--- config.mk ---
export PLATFORM = sky130hd
export DESIGN_NAME = mem_wb_writeback
export DESIGN_NICKNAME = d
export VERILOG_FILES = /design/src/rtl/mem_wb_writeback.sv
export SDC_FILE = /design/constraint.sdc
export NUM_CORES = 1
export LEC_CHECK = 0
export ABC_AREA = 1
export CAP_MARGIN = 15
export CORE_MARGIN = 2
export CORE_UTILIZATION = 40
export DETAILED_ROUTE_END_ITERATION = 16
export PLACE_DENSITY_LB_ADDON = 0.1
export SYNTH_ARGS = -nofsm -noshare
export SYNTH_HDL_FRONTEND = slang
export SYNTH_SLANG_ARGS = --single-unit
--- constraint.sdc ---
create_clock -name clk -period 4.8 [get_ports clk]
set_clock_uncertainty 0.15 [all_clocks]
set_input_delay 0.96 -clock clk [delete_from_list [all_inputs] [get_ports clk]]
set_output_delay 0.96 -clock clk [all_outputs]
set_load 0.05 [all_outputs]
--- src/rtl/mem_wb_writeback.sv ---
// MEM/WB pipeline register and register-file writeback port, with retire/load counters.
// Optional same-cycle WB->ID forwarding outputs are enabled by defining WB_BYPASS_EN.
module mem_wb_writeback #(
  parameter int DATA_W = 32,
  parameter int REG_AW = 5,
  parameter int CNT_W  = 32,
  parameter int LCNT_W = 16
) (
  input  logic              clk,
  input  logic              rst,
  input  logic              valid_in,
  input  logic [1:0]        wb_ctrl,
  input  logic [DATA_W-1:0] read_data,
  input  logic [DATA_W-1:0] alu_result,
  input  logic [REG_AW-1:0] dest_reg,
  input  logic              stall,
  input  logic              flush,
`ifdef WB_BYPASS_EN
  input  logic [REG_AW-1:0] id_rs,
  input  logic [REG_AW-1:0] id_rt,
  output logic              byp_a,
  output logic              byp_b,
  output logic [DATA_W-1:0] byp_data,
`endif
  output logic              regwrite,
  output logic [REG_AW-1:0] write_reg,
  output logic [DATA_W-1:0] writedata,
  output logic [CNT_W-1:0]  retire_count,
  output logic [LCNT_W-1:0] load_count
);

  typedef struct packed {
    logic              valid;
    logic [1:0]        ctrl;   // [1]=RegWrite, [0]=MemtoReg
    logic [DATA_W-1:0] rd;
    logic [DATA_W-1:0] alu;
    logic [REG_AW-1:0] dest;
  } wb_entry_t;

  localparam logic [CNT_W-1:0]  RET_ONE = CNT_W'(1);
  localparam logic [LCNT_W-1:0] LD_ONE  = LCNT_W'(1);

  wb_entry_t q;
  logic      accept;

  assign accept = !flush && !stall;

  always_ff @(posedge clk or posedge rst) begin
    if (rst) begin
      q            <= '0;
      retire_count <= '0;
      load_count   <= '0;
    end else if (flush) begin
      q.valid <= 1'b0;
    end else if (accept) begin
      q.valid <= valid_in;
      q.ctrl  <= wb_ctrl;
      q.rd    <= read_data;
      q.alu   <= alu_result;
      q.dest  <= dest_reg;
      // Counting only on accept keeps a stalled entry from being recounted.
      if (valid_in) begin
        retire_count <= retire_count + RET_ONE;
        if (wb_ctrl[0]) load_count <= load_count + LD_ONE;
      end
    end
  end

  // r0 is hardwired zero, so writes to it are dropped here rather than in the regfile.
  assign regwrite  = q.valid & q.ctrl[1] & (q.dest != '0);
  assign write_reg = q.dest;
  assign writedata = q.ctrl[0] ? q.rd : q.alu;

`ifdef WB_BYPASS_EN
  assign byp_a    = regwrite & (write_reg == id_rs);
  assign byp_b    = regwrite & (write_reg == id_rt);
  assign byp_data = writedata;
`endif

endmodule

==> flow_summary.ini <==
[drt]
wl_per_cell_um = 13.4
drtIter0Drc = 305
drt-total-wl_um = 14300
viasPerCell = 4.66
first_pass_iters = 5
drc = 0
antenna_left = 0
vias = 4978

[setup_path]
path_buf_inv = 1
r2r_start = retire_count[0]
critPathCaptureType = primary output
crit_arrival_ns = 2.51
crit_family = flip-flops
worst-setup-path-type = flop to primary output
timing.reg2reg.setup_slack_ns = 3.01
cp_cell_sequence = nand2_1 -> o21ai_0 -> clkdlybuf4s50_1
cp_max_fo = 65
critPathRequiredTime_ns = 3.69
reg2reg_depth = 6
max_stage_delay_ns = 0.98
r2r_end = retire_count[26]
critPathLaunchType = flop
crit_slowest_cell = dfrtp_2

[global_routing]
grt_overflow = 0
antenna_found_initial = 0
grt_pass1_vias = 4796
grt_usage_pct = 20.0
grt_pass1_wl_um = 23600
grt_max_degree = 105

[synthesis]
syn_inst = 720
ys_ff_latch = 120
yosysWarningCount = 0
synth_area_um2 = 5680
synth.avg_cell_area_um2 = 7.89
ys_seq_area_share_pct = 52.8
synthesis.nets = 798
yosysUniqueCellTypes = 25

[timing]
relSlewSlack_pct = 36.2
worst_pin_slew_ns = 0.956
setup_viol = 0
tns_ns = 0
slew_violations = 0
hold_violations = 0
timing.fmax_mhz = 276
hold_ws_ns = 0.318
min_period_ns = 3.62
rsz0062_at_grt = no
finalCritPeriodShare_pct = 75.5

[floorplan]
die_h_um = 123
die_w_um = 123
fp.dieArea_um2 = 15200
num_io_pins = 162
num_rows = 43
floorplan.initialDensity_pct = 41.0
core_um2 = 13900

[placed_design]
dp_hpwl_um = 10000
numPortBuffers = 161
gp_congestion = 0.841

[cts]
postCtsHoldBufs = 0
clkTransAtPathRegs_ns = 0.06
clk_latency_ns = 0.40
cts_buffers = 17
post_cts_resized = 0
postCtsSetupBuffers = 0
clockBufferDepth = 2
cts-htree-levels = 4
cts_root_buf = clkbuf_16
clkSinkCount = 120
tritoncts = yes

[hold_path]
hold_depth = 2
worstHoldEndpoint = q[53]
hold_start = q[53]
hold_path.class = flop to flop

[final_layout]
syn2layout_area_growth_pct = 41.7
largest_registers = q x67, retire_count x32, load_count x16
n_antenna_cell = 0
layout_common_cells = nand2_1 (299), clkdlybuf4s50_1 (161), dfrtp_1 (119)
mostFrequentLayoutCell = nand2_1
fin_util_pct = 58.0
largest-register = q
final_layout_size_suffix_gt1_share_pct = 5.40
largest_register_ffs = 67
nets = 954

[flow_run]
max-cap-violations = 0

[power_and_ir_drop]
power_leakage_nw = 3.76
p_per_area_nw_per_um2 = 414
ir_worst_vdd_v = 0.000222

[outcome]
status = finished, final reports clean
-- metal layers --
metal | wire length [µm] | GRT usage (%) | vias up
met5 | 0 | 0 | -
met4 | 127 | 6.39 | 0
met3 | 712 | 4.57 | 14
met2 | 6580 | 30.7 | 134
met1 | 6910 | 28.1 | 2309
li1 | - | - | 2521
-- worst min-delay path: stages, from the launching register on --
cell and delay [ns]:
dfrtp_1 0.34, nand2_1 0.05, nand2_1 0.05
-- synth_stat cells --
library cell / count / area [µm²]
and3_1: 1 / 6.26
buf_1: 1 / 3.75
buf_2: 5 / 25.0
buf_4: 5 / 37.5
clkbuf_1: 16 / 60.1
dfrtp_1: 120 / 3000
ha_1: 2 / 25.0
inv_1: 76 / 285
inv_2: 1 / 3.75
nand2_1: 299 / 1120
nand2_4: 1 / 11.3
nand3_1: 22 / 110
nand3_2: 1 / 10.0
nand3b_1: 11 / 82.6
nand4_1: 8 / 50.1
nor2_1: 43 / 161
nor2_2: 3 / 18.8
nor2_4: 3 / 33.8
nor2_8: 1 / 20.0
nor2b_1: 1 / 6.26
nor3_1: 3 / 15.0
nor3_2: 2 / 20.0
o21ai_0: 69 / 345
xnor2_1: 15 / 131
xor2_1: 11 / 96.3
-- area by class of cell --
cell class              count  area (µm²)
repair buffers            164        1650
fillers                  1267        5830
flip-flops and latches    120        3000
multi-input cells         496        2270
clock buffers              19         443
inverters                  77         292
clock inverters            13         178
well taps                 180         225
-- kinds of logic (layout without fill, tap and decap cells) --
logic type / after synthesis / in the layout / share of synthesized area, %
adders and majority gates: 2 / 2 / 0.440
AOI/OAI and AO/OA: 69 / 69 / 6.08
and+or+nand+nor: 399 / 399 / 29.3
DFF: 120 / 120 / 52.8
buffers and inverters: 104 / 273 / 7.31
xor gates and xnor gates: 26 / 26 / 4.01
-- through the flow --
step                      total power, mW  setup WS [ns]  cells  cell area, µm²
after floorplan                      1.73          0.504    720            5680
after global placement               2.02           1.61   1037            7430
after detailed placement             2.03           1.55   1037            7430
after CTS                            3.37           1.11   1069            8050
after global routing                 3.49          0.947   1069            8050
final                                3.33           1.18   1069            8050
-- power breakdown --
group	internal (mW)	switching, mW
Sequential	1.12	0.0973
Clock	0.877	0.452
Combinational	0.277	0.505
Total	2.28	1.06
-- how the worst max path moves through the flow --
| stage | start | end | slack, ns | cells after the start |
|---|---|---|---|---|
| floorplan | rst | load_count[0] | 0.50 | 1 |
| global placement | q[69] | writedata[18] | 1.61 | 3 |
| detailed placement | q[69] | writedata[18] | 1.55 | 3 |
| CTS | q[69] | writedata[18] | 1.11 | 3 |
| global route | q[69] | writedata[2] | 0.95 | 3 |
| finish | q[69] | writedata[18] | 1.18 | 3 |
(Power assumes the default switching activity.)
